===== config.mk =====
export PLATFORM = sky130hd
export DESIGN_NAME = chunk_stream_sequencer
export DESIGN_NICKNAME = d
export VERILOG_FILES = /design/src/rtl/chunk_stream_sequencer.sv
export SDC_FILE = /design/constraint.sdc
export NUM_CORES = 1
export LEC_CHECK = 0
export CORE_UTILIZATION = 25
export CTS_BUF_LIST = sky130_fd_sc_hd__clkbuf_8
export DETAILED_ROUTE_END_ITERATION = 12
export HOLD_SLACK_MARGIN = 0.15
export PLACE_DENSITY = 0.58
export RECOVER_POWER = 25
export SETUP_SLACK_MARGIN = 0.02
export SLEW_MARGIN = 5
export SYNTH_ARGS = -nofsm -noshare
export SYNTH_HDL_FRONTEND = slang
export SYNTH_SLANG_ARGS = --single-unit

===== constraint.sdc =====
create_clock -name m00_axis_aclk -period 3 [get_ports m00_axis_aclk]
set_clock_uncertainty 0.2 [all_clocks]
set_input_delay 0.75 -clock m00_axis_aclk [delete_from_list [all_inputs] [get_ports m00_axis_aclk]]
set_output_delay 0.75 -clock m00_axis_aclk [all_outputs]
set_load 0.05 [all_outputs]

===== src/rtl/chunk_stream_sequencer.sv =====
// chunk_stream_sequencer
//   Moves one lattice chunk through three phases: load, compute and drain.
//   It also drives the mode and address side of the BRAM port mux that sits
//   directly downstream.
//   - LOAD   : the packed 9-direction AXI-Stream from DDR is written into the
//              direction BRAMs at DDR_addr. The write enable is the mux's
//              chunk_transfer_ready.
//   - COMPUTE: the solver owns the BRAMs. The block pulses lbm_start and then
//              waits for lbm_done.
//   - DRAIN  : the chunk is read back through a 2-entry skid buffer onto the
//              AXI-Stream master. cache_in is driven to 0, so the READ_FIRST
//              BRAM clears each cell as it is read.
//
// Ports
//   m00_axis_aclk / m00_axis_aresetn : clock, synchronous active-low reset
//   start, busy, chunk_done, load_err : control and status
//   s_axis_*                          : DDR -> BRAM load stream (slave)
//   m_axis_*                          : BRAM -> DDR drain stream (master)
//   chunk_transfer_ready, chunk_compute_ready, DDR_addr, cache_in, cache_out
//                                     : BRAM port mux interface
//   lbm_start / lbm_done              : solver handshake
//
// Beat packing on tdata, cache_in and cache_out, with the null direction in the LSBs:
//   {nw, w, sw, s, se, e, ne, n, null}
module chunk_stream_sequencer #(
  parameter int DATA_W      = 16,
  parameter int ADDR_W      = 12,
  parameter int CHUNK_CELLS = 4096
) (
  input  logic                m00_axis_aclk,
  input  logic                m00_axis_aresetn,
  input  logic                start,
  output logic                busy,
  output logic                chunk_done,
  output logic                load_err,
  input  logic [9*DATA_W-1:0] s_axis_tdata,
  input  logic                s_axis_tvalid,
  output logic                s_axis_tready,
  input  logic                s_axis_tlast,
  output logic [9*DATA_W-1:0] m_axis_tdata,
  output logic                m_axis_tvalid,
  input  logic                m_axis_tready,
  output logic                m_axis_tlast,
  output logic                chunk_transfer_ready,
  output logic                chunk_compute_ready,
  output logic [ADDR_W-1:0]   DDR_addr,
  output logic [9*DATA_W-1:0] cache_in,
  input  logic [9*DATA_W-1:0] cache_out,
  output logic                lbm_start,
  input  logic                lbm_done
);

  localparam int BEAT_W = 9 * DATA_W;
  // One extra bit, so a counter can hold CHUNK_CELLS itself without wrapping.
  localparam int CNT_W  = $clog2(CHUNK_CELLS) + 1;

  localparam logic [CNT_W-1:0] CELLS    = CNT_W'(CHUNK_CELLS);
  localparam logic [CNT_W-1:0] LAST_IDX = CNT_W'(CHUNK_CELLS - 1);

  typedef enum logic [1:0] {
    S_IDLE,
    S_LOAD,
    S_COMPUTE,
    S_DRAIN
  } state_t;

  state_t                   r_state;
  state_t                   w_state_nxt;

  logic [CNT_W-1:0]         r_load_cnt;   // beats accepted in LOAD
  logic [CNT_W-1:0]         r_issue_cnt;  // BRAM reads issued in DRAIN
  logic [CNT_W-1:0]         r_beat_cnt;   // beats accepted on m_axis
  logic                     r_load_err;
  logic                     r_lbm_start;

  // Read pipeline and skid buffer. Slot 0 is always the head.
  logic                     r_inflight;   // a read was issued last cycle
  logic [1:0]               r_occ;        // skid occupancy, 0..2
  logic [1:0][BEAT_W-1:0]   r_skid;

  logic                     w_s_hs;
  logic                     w_load_last;
  logic                     w_pop;
  logic                     w_drain_last;
  logic [2:0]               w_slots;
  logic [2:0]               w_slot_lim;
  logic                     w_issue;

  // --------------------------------------------------------------------------
  // Handshakes and read-issue throttle
  // --------------------------------------------------------------------------
  assign w_s_hs      = (r_state == S_LOAD) && s_axis_tvalid;
  assign w_load_last = w_s_hs && (r_load_cnt == LAST_IDX);

  assign m_axis_tvalid = (r_occ != 2'd0);
  assign m_axis_tdata  = r_skid[0];
  assign m_axis_tlast  = m_axis_tvalid && (r_beat_cnt == LAST_IDX);

  assign w_pop        = m_axis_tvalid && m_axis_tready;
  assign w_drain_last = w_pop && (r_beat_cnt == LAST_IDX);

  // A read may be issued only if the skid buffer has room for everything
  // already committed: (occ - pop + inflight) < 2. The pop is moved to the
  // right-hand side so that the arithmetic stays unsigned.
  assign w_slots    = {1'b0, r_occ} + {2'b00, r_inflight};
  assign w_slot_lim = 3'd2 + {2'b00, w_pop};
  assign w_issue    = (r_state == S_DRAIN) && (r_issue_cnt < CELLS) &&
                      (w_slots < w_slot_lim);

  // --------------------------------------------------------------------------
  // FSM: next state
  // --------------------------------------------------------------------------
  always_comb begin
    w_state_nxt = r_state;
    case (r_state)
      S_IDLE:    if (start)        w_state_nxt = S_LOAD;
      S_LOAD:    if (w_load_last)  w_state_nxt = S_COMPUTE;
      S_COMPUTE: if (lbm_done)     w_state_nxt = S_DRAIN;
      S_DRAIN:   if (w_drain_last) w_state_nxt = S_IDLE;
      default:                     w_state_nxt = S_IDLE;
    endcase
  end

  // --------------------------------------------------------------------------
  // FSM: outputs and mux control
  // --------------------------------------------------------------------------
  always_comb begin
    busy                 = (r_state != S_IDLE);
    s_axis_tready        = (r_state == S_LOAD);
    chunk_compute_ready  = (r_state == S_COMPUTE);
    chunk_transfer_ready = 1'b0;
    DDR_addr             = '0;
    cache_in             = '0;
    case (r_state)
      S_LOAD: begin
        // The mux forces the write enable high whenever transfer_ready is
        // high. Gating transfer_ready with tvalid therefore restricts BRAM
        // writes to accepted beats.
        chunk_transfer_ready = s_axis_tvalid;
        DDR_addr             = ADDR_W'(r_load_cnt);
        cache_in             = s_axis_tdata;
      end
      S_DRAIN: begin
        // cache_in stays 0: the READ_FIRST port returns the old cell and
        // then clears it.
        chunk_transfer_ready = w_issue;
        DDR_addr             = ADDR_W'(r_issue_cnt);
      end
      default: ;
    endcase
  end

  assign chunk_done = w_drain_last;
  assign load_err   = r_load_err;
  assign lbm_start  = r_lbm_start;

  // --------------------------------------------------------------------------
  // Sequential state
  // --------------------------------------------------------------------------
  always_ff @(posedge m00_axis_aclk) begin
    if (!m00_axis_aresetn) begin
      r_state     <= S_IDLE;
      r_load_cnt  <= '0;
      r_issue_cnt <= '0;
      r_beat_cnt  <= '0;
      r_load_err  <= 1'b0;
      r_lbm_start <= 1'b0;
      r_inflight  <= 1'b0;
      r_occ       <= 2'd0;
      r_skid      <= '0;
    end else begin
      r_state     <= w_state_nxt;
      // The pulse lands in the first COMPUTE cycle.
      r_lbm_start <= w_load_last;

      if (r_state == S_IDLE) begin
        r_load_cnt  <= '0;
        r_issue_cnt <= '0;
        r_beat_cnt  <= '0;
      end else begin
        if (w_s_hs)  r_load_cnt  <= r_load_cnt + 1'b1;
        if (w_issue) r_issue_cnt <= r_issue_cnt + 1'b1;
        if (w_pop)   r_beat_cnt  <= r_beat_cnt + 1'b1;
      end

      // tlast is checked against the count but never ends LOAD early.
      if (w_s_hs && (s_axis_tlast != (r_load_cnt == LAST_IDX)))
        r_load_err <= 1'b1;

      r_inflight <= w_issue;

      // The throttle guarantees that occ <= 1 whenever a capture lands.
      // A capture without a pop therefore always has a free slot.
      case ({r_inflight, w_pop})
        2'b10: begin
          if (r_occ == 2'd0) r_skid[0] <= cache_out;
          else               r_skid[1] <= cache_out;
          r_occ <= r_occ + 2'd1;
        end
        2'b11: begin
          // occ is 1 here: the head leaves and the new beat takes its place.
          r_skid[0] <= cache_out;
        end
        2'b01: begin
          r_skid[0] <= r_skid[1];
          r_occ     <= r_occ - 2'd1;
        end
        default: ;
      endcase
    end
  end

endmodule


-- After elaboration in Yosys (flattened, before gate mapping)
Cells that the tools add are included.
W data, S select, Z words.
- word-level logic and storage cells: 64
- bits of input ports: 295
- flip-flop bits (word level): 334
- output and inout port bits: 309
- add/sub/neg operators: 7
- equality and inequality tests: 14
- bitwise operators: 2
- magnitude comparators: 2
- muxes and demuxes: 11
- reductions and logical operators: 18
- operators by type and width (cell ; number):
    $pmux W144 S3 ; 1
    $mux W144 ; 2
    $add A13 B1 Y13 const B ; 3
    $eq A13 B12 Y1 const B ; 2
    $pmux W12 S2 ; 1
    $lt A13 B13 Y1 const B ; 1
    $eq A2 B2 Y1 const B ; 4
    $logic_and A1 B1 Y1 ; 8
    $mux W2 ; 4
    $pmux W2 S4 ; 1
    $ne A2 B2 Y1 const B ; 3
    $reduce_bool A2 Y1 ; 3
    $eq A2 B1 Y1 const B ; 2
    $logic_not A2 Y1 ; 2
    $ne A2 B1 Y1 const B ; 2
    $pmux W2 S2 ; 1
    $reduce_and A2 Y1 ; 2
    $reduce_and A4 Y1 ; 1
    $add A2 B1 Y3 ; 1
    $add A2 B1 Y3 const A ; 1
    $lt A3 B3 Y1 ; 1
    $reduce_bool A3 Y1 ; 1
    $add A2 B1 Y2 const B ; 1
    $not A1 Y1 ; 2
    4 further kinds ; 4

-- Depth between registers and ports, before layout
- depth after elaboration: 6
- mapped depth: 10
- gate-level depth less buffers: 7

-- Worst setup path before layout
No wires, ideal clock.
- path kind: flip-flop to output port
- from: reg r_state[1]
- to: out cache_in[143]
- buffers on the path: 3
- slack: -0.013 ns
- arrival: 2.063 ns
- cell stages (with the launch flop): 7
- cell sequence: dfxtp_1 -> inv_1 -> ha_1 -> buf_2 -> clkbuf_1 -> clkbuf_1 -> and2_1
- cells in the longest elaborated chain, start to end: 2
- RTL lines (what ; RTL line ; text):
    from (decl) ; 67 ; state_t r_state;
    from (signal assigned) ; 172 ; r_state <= w_state_nxt;
    $eq A2 B1 Y1 ; - ;
    net s_axis_tready ; 38 ; output logic s_axis_tready,
    $mux W144 ; 134 ; case (r_state)
    to (decl) ; 47 ; output logic [9*DATA_W-1:0] cache_in,
The timed path passes the listed nets, and every way through them passes these cells.

-- Final worst setup path
- from: reg r_beat_cnt[1]
- to: out chunk_done
- cells in the longest elaborated chain, start to end: 2
- RTL lines (what ; RTL line ; text):
    from (decl) ; 72 ; logic [CNT_W-1:0] r_beat_cnt;
    from (signal assigned) ; 183 ; if (w_pop) r_beat_cnt <= r_beat_cnt + 1'b1;
    $eq A13 B12 Y1 ; 100 ; assign w_drain_last = w_pop && (r_beat_cnt == LAST_IDX);
    $logic_and A1 B1 Y1 ; 100 ;
    to (decl) ; 34 ; output logic chunk_done,
Every way passes these cells.

==> impl_metrics.env <==
export IMPL_period_minus_slack_ns=3.058
export IMPL_ys_async_sr_fraction_pct=0
export IMPL_hold_path_class="flip-flop to flip-flop"
export IMPL_max_freq_ghz=0.3270
export IMPL_outcome="finished, violations left"
export IMPL_synth_edff_count=0
export IMPL_numCtsBuffers=61
export IMPL_gp_congestion=1.059
export IMPL_die_y_um=256.1
export IMPL_drt_wl_total_mm=64.46
export IMPL_cts_sinks=334
export IMPL_syn_inst=1835
export IMPL_fin_nets=2600
export IMPL_finalNonFillerCells=3203
export IMPL_cp_cell_sequence="ha_4, and4_4, nand3_2, or3_4, nor2_4, buf_12"
export IMPL_yosys_area_top_type_share_pct=41.43
export IMPL_first_pass_iters=5
export IMPL_syn_nets=2141
export IMPL_grt_overflow_total=0
export IMPL_cts_root_buf="clkbuf_8"
export IMPL_holdWs_ns=0.2617
export IMPL_seq_area_frac_synth_pct=41.43
export IMPL_finalHoldViolations=0
export IMPL_io_buffers=603
export IMPL_pin_count=604
export IMPL_clkTransAtPathRegs_ns=0.06
export IMPL_htreeDepth=2
export IMPL_critPathMaxFanout=2
export IMPL_drv_slew=0
export IMPL_dr_first_iter_drc_count=708
export IMPL_synthesis_area_sq_um=16140
export IMPL_grt_use_total_pct=18.92
export IMPL_drt_vias_per_instance=4.549
export IMPL_drv_cap=0
export IMPL_rsz0062_at_grt="yes"
export IMPL_cts_tree="done"
export IMPL_cp_top_family="simple AND/OR/NAND/NOR gates"
export IMPL_ys_ff_latch=334
export IMPL_synth_top_area_cell="dfxtp_1"
export IMPL_startpoint_type="flip-flop"
export IMPL_setup_viol=2
export IMPL_max_stage_delay_ns=0.38
export IMPL_yosys_top_cells_area="dfxtp_1 41%, nand2_1 11%, mux2i_1 9.1%"
export IMPL_p_leak_uw=0.01081
export IMPL_slew_headroom_pct=24.43
export IMPL_grt_max_degree=125
export IMPL_power_density_nw_per_um2=690.1
export IMPL_antenna_left=0
export IMPL_yosys_warnings=0
export IMPL_dpl_cell_count=3056
export IMPL_clock_path_buffers=3
export IMPL_fin_ws_ns=-0.05787
export IMPL_via_count=14569
export IMPL_peakVddDrop_v=0.0003840
export IMPL_synth_distinct_cells=37
export IMPL_grt_pass1_vias=14442
export IMPL_dpl_hpwl_mm=48.81
export IMPL_synth_main_ff_cell="dfxtp_1"
export IMPL_clock_insertion_delay_worst_skew_ns=0.63
export IMPL_grt_pass1_wl_mm=94.53
export IMPL_period_share_pct=101.9
export IMPL_dieArea_sq_um=65580
export IMPL_syn2layout_area_growth_pct=60.21
export IMPL_violations="setup timing"
export IMPL_avgSynthCellArea_sq_um=8.795
export IMPL_cp_end_kind="primary output"
export IMPL_slowest_stage="or3_4"
export IMPL_crit_buf_inv=1
export IMPL_core_region_area_sq_um=63430
export IMPL_critPathRequiredTime_ns=2.05
export IMPL_die_w_um=256.1
export IMPL_criticalPathCategory="flip-flop to primary output"
export IMPL_rows=92
export IMPL_wl_per_cell_um=20.12
export IMPL_worst_slew_pin_slew_ns=1.134
export IMPL_initial_utilization_pct=25.45
export IMPL_arrival_ns=2.11
export IMPL_post_route_drc_count=0
export IMPL_drive_gt1_share_pct=20.62
export IMPL_grt_antenna_before_repair=31
-- state kept, by name, summed over array words and instances (netlist names) --
name          flops
load_err          1
r_load_cnt       13
lbm_start         1
r_beat_cnt       13
m_axis_tdata    144
r_state           2
r_skid          144
r_inflight        1
r_issue_cnt      13
r_occ             2
-- cell usage after synthesis (4+ instances only) --
| cell type | number |
|---|---|
| a21oi_1 | 11 |
| dfxtp_1 | 334 |
| mux2i_1 | 146 |
| xnor2_1 | 4 |
| nand2_1 | 460 |
| inv_1 | 8 |
| a21boi_0 | 145 |
| and3_1 | 4 |
| o211a_1 | 144 |
| a22o_1 | 11 |
| nand3_1 | 16 |
| or4_1 | 4 |
| o21ai_0 | 8 |
| nor2_1 | 33 |
| and2_1 | 147 |
| or3_1 | 8 |
| nand4_1 | 15 |
| and4_1 | 5 |
| buf_1 | 12 |
| ha_1 | 11 |
| clkbuf_1 | 97 |
| xor2_1 | 25 |
| buf_4 | 145 |
| buf_2 | 25 |
-- final cells by class --
class / instances / area [sq um]
fillers: 6106 / 37570
repair buffers: 676 / 8650
multi-input cells: 1213 / 8134
flip-flops and latches: 334 / 6701
well taps: 846 / 1059
clock buffers: 76 / 1046
clock inverters: 31 / 190.2
diodes: 19 / 47.55
inverters: 8 / 30.03
-- report_power, final --
group          total (uW)  leakage (uW)  internal [uW]  switching, uW
clock                4400      0.000702           2430           1970
sequential           4960       0.00270           4760            199
combinational        8490       0.00741           3740           4740
-- kinds of logic after synthesis --
kind of cell	after synthesis	synth area share, %
AO/OA/AOI/OAI	329	17.38
multiplexers	146	9.055
XOR/XNOR	29	1.574
flip-flops	334	41.43
adder cells (fa/ha/maj)	11	0.8528
AND/OR/NAND/NOR	698	19.44
buffers and inverters	288	10.27
-- cells in the final DEF (no fill, tap or decap), drive strengths merged, types with 5 or more instances in the layout --
cell type / n
clkbuf: 79
a21boi: 145
nand2: 460
and4: 5
dfxtp: 334
o211a: 144
a22o: 11
xor2: 25
a21oi: 11
inv: 26
and2: 147
or3: 8
clkdlybuf4s50: 438
o21ai: 11
ha: 11
clkinv: 8
mux2i: 146
nor2: 33
diode: 19
buf: 232
nand4: 15
nand3: 16
-- worst paths after layout --
| path | slack (ns) | depth (start not counted) | from | to |
|---|---|---|---|---|
| min | 0.26 | 2 | r_skid[246] | r_skid[246] |
| max reg2reg | 0.12 | 8 | r_occ[0] | m_axis_tdata[64] |
| max | -0.06 | 6 | r_beat_cnt[1] | chunk_done |
| min reg2reg | 0.26 | 2 | r_skid[246] | r_skid[246] |
-- per-layer routing --
metal | GRT usage [%] | vias to the layer above | wire length, um
met3 | 5.892 | 144 | 4591
met2 | 34.80 | 502 | 34010
li1 | - | 6966 | -
met5 | 0 | - | 36
met1 | 18.20 | 6951 | 22260
met4 | 11.99 | 6 | 3564
-- per-stage QoR --
step                      total power, uW  setup slack (ns)  cell area [sq um]  util [%]  TNS, ns
final                               17840          -0.05787              25860     40.77  -0.1155
after global routing                18590           -0.1689              25850     40.76  -0.5609
after CTS                           18090           -0.1256              25710     40.54  -0.2454
after detailed placement            13130           0.03433              24130     38.04        0
after global placement              13080           0.06614              24130     38.04        0
after floorplan                      9671            0.1131              16290         -        0
-- what timing repair did --
item,4_1_cts,5_1_grt
resized for setup,55,13
hold buffers,0,0
pin swaps,6,5
setup buffers,9,7
gates cloned,5,0
setup endpoints to repair,149,6
-- worst min-delay path: cells and delay by family, from the launching register on --
kind	cells	cell delay (ns)
AOI/OAI and AO/OA	1	0.06
DFF	1	0.30
and+or+nand+nor	1	0.04
Power figures use the tool's default switching activity.
